File: src/rtl/multicycle_control_if.sv
// Control bus between the multicycle main FSM and the MIPS datapath.
// master = control FSM side, slave = datapath/memory side.
interface multicycle_control_if;
  logic [5:0] Opcode;
  logic       MemReady;
  logic       PCWrite, BranchEQ, BranchNE;
  logic       IorD, MemRead, MemWrite, IRWrite, RegWrite, ALUSrcA;
  logic [1:0] RegDst, MemToReg, ALUSrcB, PCSource;
  logic [3:0] ALUOp;
  logic       InstrDone, Illegal;

  modport master (
    input  Opcode, MemReady,
    output PCWrite, BranchEQ, BranchNE, IorD, MemRead, MemWrite, IRWrite,
           RegWrite, ALUSrcA, RegDst, MemToReg, ALUSrcB, PCSource, ALUOp,
           InstrDone, Illegal
  );

  modport slave (
    output Opcode, MemReady,
    input  PCWrite, BranchEQ, BranchNE, IorD, MemRead, MemWrite, IRWrite,
           RegWrite, ALUSrcA, RegDst, MemToReg, ALUSrcB, PCSource, ALUOp,
           InstrDone, Illegal
  );
endinterface

File: src/rtl/multicycle_control.sv
// Main control FSM of the multicycle MIPS datapath (fetch/decode/exec/mem/wb).
// Define MULTICYCLE_JUMP_EN to build the J/JAL states; otherwise those opcodes trap.
module multicycle_control (
  input  logic                        clk,
  input  logic                        reset,
  multicycle_control_if.master        bus
);
  localparam logic [5:0] OP_R    = 6'b000000;
  localparam logic [5:0] OP_ADDI = 6'b001000;
  localparam logic [5:0] OP_ORI  = 6'b001101;
  localparam logic [5:0] OP_LUI  = 6'b001111;
  localparam logic [5:0] OP_ANDI = 6'b001100;
  localparam logic [5:0] OP_LW   = 6'b100011;
  localparam logic [5:0] OP_SW   = 6'b101011;
  localparam logic [5:0] OP_BEQ  = 6'b000100;
  localparam logic [5:0] OP_BNE  = 6'b000101;
`ifdef MULTICYCLE_JUMP_EN
  localparam logic [5:0] OP_J    = 6'b000010;
  localparam logic [5:0] OP_JAL  = 6'b000011;
`endif

  typedef enum logic [3:0] {
    S_INIT     = 4'd0,
    S_FETCH    = 4'd1,
    S_DECODE   = 4'd2,
    S_EXEC_R   = 4'd3,
    S_EXEC_I   = 4'd4,
    S_ALU_WB_R = 4'd5,
    S_ALU_WB_I = 4'd6,
    S_MEM_ADDR = 4'd7,
    S_MEM_RD   = 4'd8,
    S_MEM_WB   = 4'd9,
    S_MEM_WR   = 4'd10,
    S_BRANCH   = 4'd11,
`ifdef MULTICYCLE_JUMP_EN
    S_JUMP     = 4'd12,
    S_JAL      = 4'd13,
`endif
    S_TRAP     = 4'd14
  } state_t;

  state_t r_state, w_next;

  always_ff @(posedge clk) begin
    if (reset) r_state <= S_INIT;
    else       r_state <= w_next;
  end

  always_comb begin
    w_next        = S_INIT;
    bus.PCWrite   = 1'b0;
    bus.BranchEQ  = 1'b0;
    bus.BranchNE  = 1'b0;
    bus.IorD      = 1'b0;
    bus.MemRead   = 1'b0;
    bus.MemWrite  = 1'b0;
    bus.IRWrite   = 1'b0;
    bus.RegWrite  = 1'b0;
    bus.ALUSrcA   = 1'b0;
    bus.RegDst    = 2'b00;
    bus.MemToReg  = 2'b00;
    bus.ALUSrcB   = 2'b00;
    bus.PCSource  = 2'b00;
    bus.ALUOp     = 4'b0000;
    bus.InstrDone = 1'b0;
    bus.Illegal   = 1'b0;
    case (r_state)
      S_INIT: w_next = S_FETCH;
      S_FETCH: begin
        bus.MemRead = 1'b1;
        bus.ALUSrcB = 2'b01;
        bus.ALUOp   = 4'b0001;
        bus.IRWrite = bus.MemReady;
        bus.PCWrite = bus.MemReady;
        w_next      = bus.MemReady ? S_DECODE : S_FETCH;
      end
      S_DECODE: begin
        // Precompute the branch target (PC+4 + imm<<2) into ALUOut.
        bus.ALUSrcB = 2'b11;
        bus.ALUOp   = 4'b0001;
        case (bus.Opcode)
          OP_R:                              w_next = S_EXEC_R;
          OP_ADDI, OP_ORI, OP_LUI, OP_ANDI:  w_next = S_EXEC_I;
          OP_LW, OP_SW:                      w_next = S_MEM_ADDR;
          OP_BEQ, OP_BNE:                    w_next = S_BRANCH;
`ifdef MULTICYCLE_JUMP_EN
          OP_J:                              w_next = S_JUMP;
          OP_JAL:                            w_next = S_JAL;
`endif
          default:                           w_next = S_TRAP;
        endcase
      end
      S_EXEC_R: begin
        bus.ALUSrcA = 1'b1;
        w_next      = S_ALU_WB_R;
      end
      S_EXEC_I: begin
        bus.ALUSrcA = 1'b1;
        bus.ALUSrcB = 2'b10;
        case (bus.Opcode)
          OP_ORI:  bus.ALUOp = 4'b0010;
          OP_LUI:  bus.ALUOp = 4'b0011;
          OP_ANDI: bus.ALUOp = 4'b0100;
          default: bus.ALUOp = 4'b0001;
        endcase
        w_next = S_ALU_WB_I;
      end
      S_ALU_WB_R, S_ALU_WB_I: begin
        bus.RegWrite  = 1'b1;
        bus.RegDst    = (r_state == S_ALU_WB_R) ? 2'b01 : 2'b00;
        bus.InstrDone = 1'b1;
        w_next        = S_FETCH;
      end
      S_MEM_ADDR: begin
        bus.ALUSrcA = 1'b1;
        bus.ALUSrcB = 2'b10;
        bus.ALUOp   = (bus.Opcode == OP_LW) ? 4'b0111 : 4'b1000;
        w_next      = (bus.Opcode == OP_LW) ? S_MEM_RD : S_MEM_WR;
      end
      S_MEM_RD: begin
        bus.MemRead = 1'b1;
        bus.IorD    = 1'b1;
        w_next      = bus.MemReady ? S_MEM_WB : S_MEM_RD;
      end
      S_MEM_WB: begin
        bus.RegWrite  = 1'b1;
        bus.MemToReg  = 2'b01;
        bus.InstrDone = 1'b1;
        w_next        = S_FETCH;
      end
      S_MEM_WR: begin
        bus.MemWrite  = 1'b1;
        bus.IorD      = 1'b1;
        bus.InstrDone = bus.MemReady;
        w_next        = bus.MemReady ? S_FETCH : S_MEM_WR;
      end
      S_BRANCH: begin
        bus.ALUSrcA   = 1'b1;
        bus.PCSource  = 2'b01;
        bus.BranchEQ  = (bus.Opcode == OP_BEQ);
        bus.BranchNE  = (bus.Opcode != OP_BEQ);
        bus.ALUOp     = (bus.Opcode == OP_BEQ) ? 4'b0101 : 4'b0110;
        bus.InstrDone = 1'b1;
        w_next        = S_FETCH;
      end
`ifdef MULTICYCLE_JUMP_EN
      S_JUMP, S_JAL: begin
        bus.PCWrite   = 1'b1;
        bus.PCSource  = 2'b10;
        bus.InstrDone = 1'b1;
        if (r_state == S_JAL) begin
          bus.RegWrite = 1'b1;
          bus.RegDst   = 2'b10;
          bus.MemToReg = 2'b10;
        end
        w_next = S_FETCH;
      end
`endif
      S_TRAP: begin
        bus.Illegal = 1'b1;
        w_next      = S_TRAP;
      end
      default: w_next = S_INIT;
    endcase
  end
endmodule

File: src/flat_wrapper.sv
// flat-port wrapper written by rule: the top's interface ports become plain ports
module multicycle_control_flat 
  (clk, reset, bus_Opcode, bus_MemReady, bus_PCWrite, bus_BranchEQ, bus_BranchNE, bus_IorD, bus_MemRead, bus_MemWrite, bus_IRWrite, bus_RegWrite, bus_ALUSrcA, bus_RegDst, bus_MemToReg, bus_ALUSrcB, bus_PCSource, bus_ALUOp, bus_InstrDone, bus_Illegal);
  multicycle_control_if bus_i ();
  input  logic clk;
  input  logic reset;
  input wire logic [$bits(bus_i.Opcode)-1:0] bus_Opcode;
  input wire logic [$bits(bus_i.MemReady)-1:0] bus_MemReady;
  output wire logic [$bits(bus_i.PCWrite)-1:0] bus_PCWrite;
  output wire logic [$bits(bus_i.BranchEQ)-1:0] bus_BranchEQ;
  output wire logic [$bits(bus_i.BranchNE)-1:0] bus_BranchNE;
  output wire logic [$bits(bus_i.IorD)-1:0] bus_IorD;
  output wire logic [$bits(bus_i.MemRead)-1:0] bus_MemRead;
  output wire logic [$bits(bus_i.MemWrite)-1:0] bus_MemWrite;
  output wire logic [$bits(bus_i.IRWrite)-1:0] bus_IRWrite;
  output wire logic [$bits(bus_i.RegWrite)-1:0] bus_RegWrite;
  output wire logic [$bits(bus_i.ALUSrcA)-1:0] bus_ALUSrcA;
  output wire logic [$bits(bus_i.RegDst)-1:0] bus_RegDst;
  output wire logic [$bits(bus_i.MemToReg)-1:0] bus_MemToReg;
  output wire logic [$bits(bus_i.ALUSrcB)-1:0] bus_ALUSrcB;
  output wire logic [$bits(bus_i.PCSource)-1:0] bus_PCSource;
  output wire logic [$bits(bus_i.ALUOp)-1:0] bus_ALUOp;
  output wire logic [$bits(bus_i.InstrDone)-1:0] bus_InstrDone;
  output wire logic [$bits(bus_i.Illegal)-1:0] bus_Illegal;
  assign bus_i.Opcode = bus_Opcode;
  assign bus_i.MemReady = bus_MemReady;
  assign bus_PCWrite = bus_i.PCWrite;
  assign bus_BranchEQ = bus_i.BranchEQ;
  assign bus_BranchNE = bus_i.BranchNE;
  assign bus_IorD = bus_i.IorD;
  assign bus_MemRead = bus_i.MemRead;
  assign bus_MemWrite = bus_i.MemWrite;
  assign bus_IRWrite = bus_i.IRWrite;
  assign bus_RegWrite = bus_i.RegWrite;
  assign bus_ALUSrcA = bus_i.ALUSrcA;
  assign bus_RegDst = bus_i.RegDst;
  assign bus_MemToReg = bus_i.MemToReg;
  assign bus_ALUSrcB = bus_i.ALUSrcB;
  assign bus_PCSource = bus_i.PCSource;
  assign bus_ALUOp = bus_i.ALUOp;
  assign bus_InstrDone = bus_i.InstrDone;
  assign bus_Illegal = bus_i.Illegal;
  multicycle_control u_core (.clk(clk), .reset(reset), .bus(bus_i));
endmodule
File: config.mk
export PLATFORM = sky130hd
export DESIGN_NAME = multicycle_control_flat
export DESIGN_NICKNAME = d
export VERILOG_FILES = /design/src/rtl/multicycle_control_if.sv /design/src/rtl/multicycle_control.sv /design/src/flat_wrapper.sv
export SDC_FILE = /design/constraint.sdc
export NUM_CORES = 1
export LEC_CHECK = 0
export CAP_MARGIN = 10
export CORE_ASPECT_RATIO = 1.25
export CORE_MARGIN = 5
export CORE_UTILIZATION = 29
export CTS_CLUSTER_SIZE = 24
export DETAILED_ROUTE_END_ITERATION = 16
export PLACE_DENSITY = 0.7
export SYNTH_ARGS = -nofsm -noshare
export SYNTH_HDL_FRONTEND = slang
export SYNTH_SLANG_ARGS = --single-unit
export TNS_END_PERCENT = 10
File: constraint.sdc
create_clock -name clk -period 2.3 [get_ports clk]
set_input_delay 0.46 -clock clk [delete_from_list [all_inputs] [get_ports clk]]
set_output_delay 0.46 -clock clk [all_outputs]
set_load 0.005 [all_outputs]
Word-level counts from Yosys, hierarchy flattened
Index checks and enable logic that the tools add are counted.
Widths: inputs -> output; s select.
{"block": "classes", "eq_ne": 21, "n_mux": 25, "n_reduce_logical": 14}
{"operator": "$pmux 4 s9", "n": 1}
{"operator": "$pmux 4 s4", "n": 2}
{"operator": "$eq 6x4->1 const B", "n": 4}
{"operator": "$eq 4x4->1 const B", "n": 5}
{"operator": "$eq 4x3->1 const B", "n": 4}
{"operator": "$reduce_or 2->1", "n": 7}
{"operator": "$mux 1", "n": 13}
{"operator": "$eq 6x3->1 const B", "n": 2}
{"operator": "$eq 6x6->1 const B", "n": 2}
{"operator": "$reduce_or 4->1", "n": 3}
{"operator": "$pmux 3 s3", "n": 1}
{"operator": "$eq 4x2->1 const B", "n": 2}
{"operator": "$mux 2", "n": 4}
{"operator": "$mux 4", "n": 2}
{"operator": "$logic_not 6->1", "n": 1}
{"operator": "$ne 6x3->1 const B", "n": 1}
{"operator": "$pmux 2 s3", "n": 1}
{"operator": "$reduce_or 5->1", "n": 1}
{"operator": "$eq 4x1->1 const B", "n": 1}
{"operator": "$logic_not 4->1", "n": 1}
{"operator": "$reduce_or 3->1", "n": 1}
{"operator": "$pmux 1 s2", "n": 1}
{"block": "word_totals", "regBits": 4, "in_bits": 9, "wordCells": 61}

Longest topological paths before layout
{"block": "depth", "depth_word": 4, "mapped_depth": 6, "depth_no_buf": 5}

Least setup slack after synthesis
Ideal clock, no wire load.
{"block": "synth_timing", "path_kind": "input to output", "startpoint": "input port bus_Opcode[3]", "endpoint": "output port bus_ALUOp[1]", "t_arrival_ps": 1574, "slack_ps": 266, "stages": 4, "path_buffers": 0, "path_cell_list": "or3_4 -> or3b_1 -> and2_4 -> nand3b_1"}
{"block": "synth_between", "elab_chain_cells": 3}
{"element": "start: declaration", "line_no": "flat_wrapper.sv:7", "source": "input wire logic [$bits(bus_i.Opcode)-1:0] bus_Opcode;"}
{"element": "$eq 6x4->1, or another cell as far along", "line_no": "multicycle_control.sv:100", "source": "case (bus.Opcode)"}
{"element": "$pmux 3 s3, or another cell as far along", "line_no": "multicycle_control.sv:100"}
{"element": "$pmux 4 s4 (*)", "line_no": "multicycle_control.sv:67", "source": "case (r_state)"}
{"element": "end: declaration", "line_no": "flat_wrapper.sv:22", "source": "output wire logic [$bits(bus_i.ALUOp)-1:0] bus_ALUOp;"}
Mark *: on every way between the ends. The rest lies on a longest branch, timed or not.

Worst setup path in the final report
{"block": "layout_timing", "startpoint": "input port bus_MemReady", "endpoint": "output port bus_PCWrite"}
{"block": "layout_between", "elab_chain_cells": 1}
{"element": "start: declaration", "line_no": "flat_wrapper.sv:8", "source": "input wire logic [$bits(bus_i.MemReady)-1:0] bus_MemReady;"}
{"element": "$mux 1", "line_no": "multicycle_control.sv:67"}
{"element": "end: declaration", "line_no": "flat_wrapper.sv:9", "source": "output wire logic [$bits(bus_i.PCWrite)-1:0] bus_PCWrite;"}
Every way passes these cells.

==> run summary <==
The flow ran to the end, and the final reports show no timing, DRC or antenna violations. Summing internal, switching and leakage power gives 0.0006264 W. At the placement stage, the worst setup path has a slack of -0.6577 ns. The logs give 63.82% for the headroom to the max-slew limit and 1.84 ns for the required time of the critical path. After detailed routing, the total wire length is 1955 um.

The clock period could shrink to 2.258 ns. The register with the most flip-flops in the layout has 4 of them. Global-route usage over all layers: 12.90%.

Counting flops with an async set or reset pin after synthesis yields a share of 0%. Registers take 80.08 um2. The synthesized netlist devotes 2.863% of its cell area to XOR and XNOR gates. The final max-slew violation count is 0, and the cell area power density is 617.3 nW/um2. The run gives 0 as the count of nets left with antenna violations after detail routing. The critical path crosses 4 cells after its start point.

Between clock sinks in the finished design, the worst skew comes to 0.006025 ns. On the critical path the largest part of the delay comes from buffers and inverters. The number of antenna violations at the first check in global routing is 0. By area, the combinational part of the netlist is dominated by simple AND/OR/NAND/NOR gates. The worst-path maximum fanout is 3, and the die boundary height is 61.36 um. For the estimated wirelength of the detail-placed design, the log shows 1541 um. The count of nets after finishing is 145, and the area fraction in compound gates after synthesis is 24.95%.

The number of CTS-inserted buffers is 3. The highest layer touched by signal routing is met4. The routed design uses 124 um of met3 wire. Synthesized area per cell: 6.373 um2. Cell with the most instances after synthesis: sky130_fd_sc_hd__nor2_1.

The maximum vdd ir drop was 0.4324 mV; the leakage power summed over all cells was 0.4567 nW. The first detailed-routing pass ran for 4 iterations. Of the cells placed in the final design, the portion with a size suffix greater than 1 is 26.87%. The type of the most critical hold path was reg -> reg. The depth of the worst register-to-register path is 6. TritonCTS built the clock tree. The met1 layer wirelength in the final routing came out at 831 um.

Slowest cell on the critical path: sky130_fd_sc_hd__clkdlybuf4s50_1. The register with the most flip-flops in the final layout is u_core.r_state. Counting both buffers and inverters, the worst setup path holds a total of 2. The commonest cells after synthesis are sky130_fd_sc_hd__nor2_1, sky130_fd_sc_hd__nand2_1, sky130_fd_sc_hd__nor3_1. Of the available clock period, the critical path in the final layout requires 98.16%. The largest total area in the synthesized netlist belongs to sky130_fd_sc_hd__dfxtp_1.

CTS root buffer: sky130_fd_sc_hd__clkbuf_4. CTS H-tree depth: 1. The total core area was 2004 um2.

The number of hold buffers added after CTS was 0. The placer's final routability congestion estimate is 0.8867, and the number of hold violations in the final report is 0. The area of combinational cells with multiple inputs was 499.2 um2. After floorplanning, the core was divided into 18 placement rows.

STA classifies the critical path startpoint as a primary input. The number of distinct library cells after synthesis is 34. The logs give 13.09% for the sequential-to-total area share from yosys stat and 611.8 um2 for the total standard cell area after synthesis. The worst hold path begins at u_core.r_state[3].

Counting every instance in the synthesized netlist gives 96. The sink count of the clock tree is 4. The finished layout holds 154 standard cells, fillers aside. Among all flip-flop cells after synthesis, the most frequent one is sky130_fd_sc_hd__dfxtp_1. The arrival time of data at the critical path endpoint came out at 1.80 ns. The endpoint of the worst hold-timing path was u_core.r_state[0]. Yosys attributes the largest share of cell area to sky130_fd_sc_hd__dfxtp_1, sky130_fd_sc_hd__nor2_1, sky130_fd_sc_hd__nor3_1. The worst path meets setup with 0.04225 ns of slack.

Dividing the detail-routed via count by the number of cells gives 5.182. The post-synthesis adder-cell area fraction is 0%. The worst setup path is captured at a primary output. After detailed routing, the average wire length per cell comes to 12.69 um. The cell total after placement came out at 150. The register bit total from synthesis works out to 4. Static timing analysis puts the maximum clock frequency at 442.9 MHz. The logs give 30.52% for the starting utilization of the core area and 0 for the final setup violation count. The number of stages on the worst hold path is 2. The critical path is of the in -> out type.

The count of flip-flops with a built-in enable after synthesis came out at 0. Setup repair after global routing could not meet its margin everywhere. Mux contribution to synthesized area: 0%.

The tools report the reg-to-reg critical path startpoint as u_core.r_state[3]. The floorplan step defined a die boundary enclosing 3134 um2. Counting the fill cells in the layout gives 209.

In this run the tool buffered the top-level ports with 28 buffer cells. The synthesized netlist devotes 46.63% of its cell area to simple gates. Summed over its instances, the top area cell type makes up 13.09% of the synthesized netlist area. After clock tree synthesis, the clock-pin slew on the worst setup and hold paths is 0.04 ns. Entering global routing, the biggest net connects 12 pins. Measured along the x axis, the die boundary spans 51.09 um. The clock passes through at most 2 buffers. In the final layout, the registers with the most flip-flops are u_core.r_state: 4 flops. For this block, the initial DRC count from the detailed router was 30. Global routing finished with a remaining overflow of 0. The area added between synthesis and finish was 65.85%. The transition at the pin with the smallest max-transition slack is 0.5414 ns. The cell type with the highest occurrence count on the critical path was sky130_fd_sc_hd__clkdlybuf4s50_1. Worst stage delay on the critical path: 0.53 ns. During synthesis, Yosys emitted a total of 0 warnings. On the final layout, the worst hold slack is 0.6833 ns.

The tools report the vias after detailed routing as 798. For the antenna cell count, the log shows 0. Max-cap violations in this run came to 0. The number of DRC violations after detailed routing is 0. The clock latency on the worst-skew pair came out at 0.24 ns.

The logs give 741 for the via count of the first global-routing pass and 0.80 ns for the reg2reg setup slack. In the detailed route, the total length drawn on met2 is 978 um. The global-route wire length before repair came out at 3153 um. Walking the worst path, the cells encountered are clkdlybuf4s50_1, nand3b_1, nor3_4, clkdlybuf4s50_1. The capture point of the worst reg-to-reg path is u_core.r_state[3].

For this design the top-level I/O count stands at 32.
==> what timing repair did <==
item	CTS	global route
setup endpoints to repair	8	11
setup buffers	1	0
gates resized for setup	23	12
pin swaps	3	3
==> layer usage <==
layer	up-vias	global-route usage, %
met4	0	4.615
met3	3	2.179
li1	409	-
met5	-	0
met1	357	15.89
met2	29	22.65
==> layout by cell type (no fill, tap or decap), drive strengths merged, types with 4 or more instances in the layout <==
cell / count
a21oi: 5
buf: 19
clkbuf: 5
clkdlybuf4s50: 15
dfxtp: 4
dlygate4sd2: 5
nand2: 7
nand2b: 4
nand3: 5
nor2: 19
nor2b: 4
nor3: 6
==> metrics by stage <==
| stage | utilization [%] | instance area (um2) | TNS [ns] |
|---|---|---|---|
| global placement | 48.50 | 972.2 | -2.708 |
| global route | 50.62 | 1015 | -0.05802 |
| detailed placement | 48.50 | 972.2 | -2.878 |
| finish | 50.62 | 1015 | 0 |
| floorplan | - | 619.3 | 0 |
| CTS | 50.12 | 1005 | -0.07047 |
==> cell type report <==
class | instances | area share, %
multi-input combinational | 81 | 49.20
clock buffer | 3 | 2.219
tap | 20 | 2.466
inverter | 2 | 0.7398
timing repair buffer | 44 | 37.48
sequential | 4 | 7.892
==> power by group <==
| part | switching, W | total, W | leakage, nW | internal, W |
|---|---|---|---|---|
| Combinational | 0.000203 | 0.000424 | 0.410 | 0.000221 |
| Sequential | 0.0000236 | 0.000110 | 0.0329 | 0.0000862 |
| Clock | 0.0000341 | 0.0000929 | 0.0138 | 0.0000587 |
| Total | 0.000261 | 0.000626 | 0.457 | 0.000366 |
==> worst reg2reg max path, stage by stage, from the launching register on <==
cell and delay, ns:
sky130_fd_sc_hd__dfxtp_1 0.40, sky130_fd_sc_hd__buf_4 0.23, sky130_fd_sc_hd__xnor2_1 0.16, sky130_fd_sc_hd__nor2b_1 0.08, sky130_fd_sc_hd__a31o_2 0.22, sky130_fd_sc_hd__a222oi_1 0.22, sky130_fd_sc_hd__nor2_1 0.07
==> how the worst max path moves through the flow <==
stage                           start            to
floorplan               bus_Opcode[3]  bus_ALUOp[1]
global placement        bus_Opcode[3]  bus_ALUOp[1]
detailed placement      bus_Opcode[3]  bus_ALUOp[1]
CTS                     bus_Opcode[3]  bus_ALUOp[1]
global route        u_core.r_state[2]  bus_RegWrite
finish                   bus_MemReady   bus_PCWrite
==> logic make-up (layout without fill, tap and decap cells) <==
family	Yosys count	after routing
simple gates	55	55
flops	4	4
xor+xnor	2	2
buf+inv	13	49
other cells	1	3
compound gates	21	21
No activity file was read; power rests on OpenSTA's default activity.
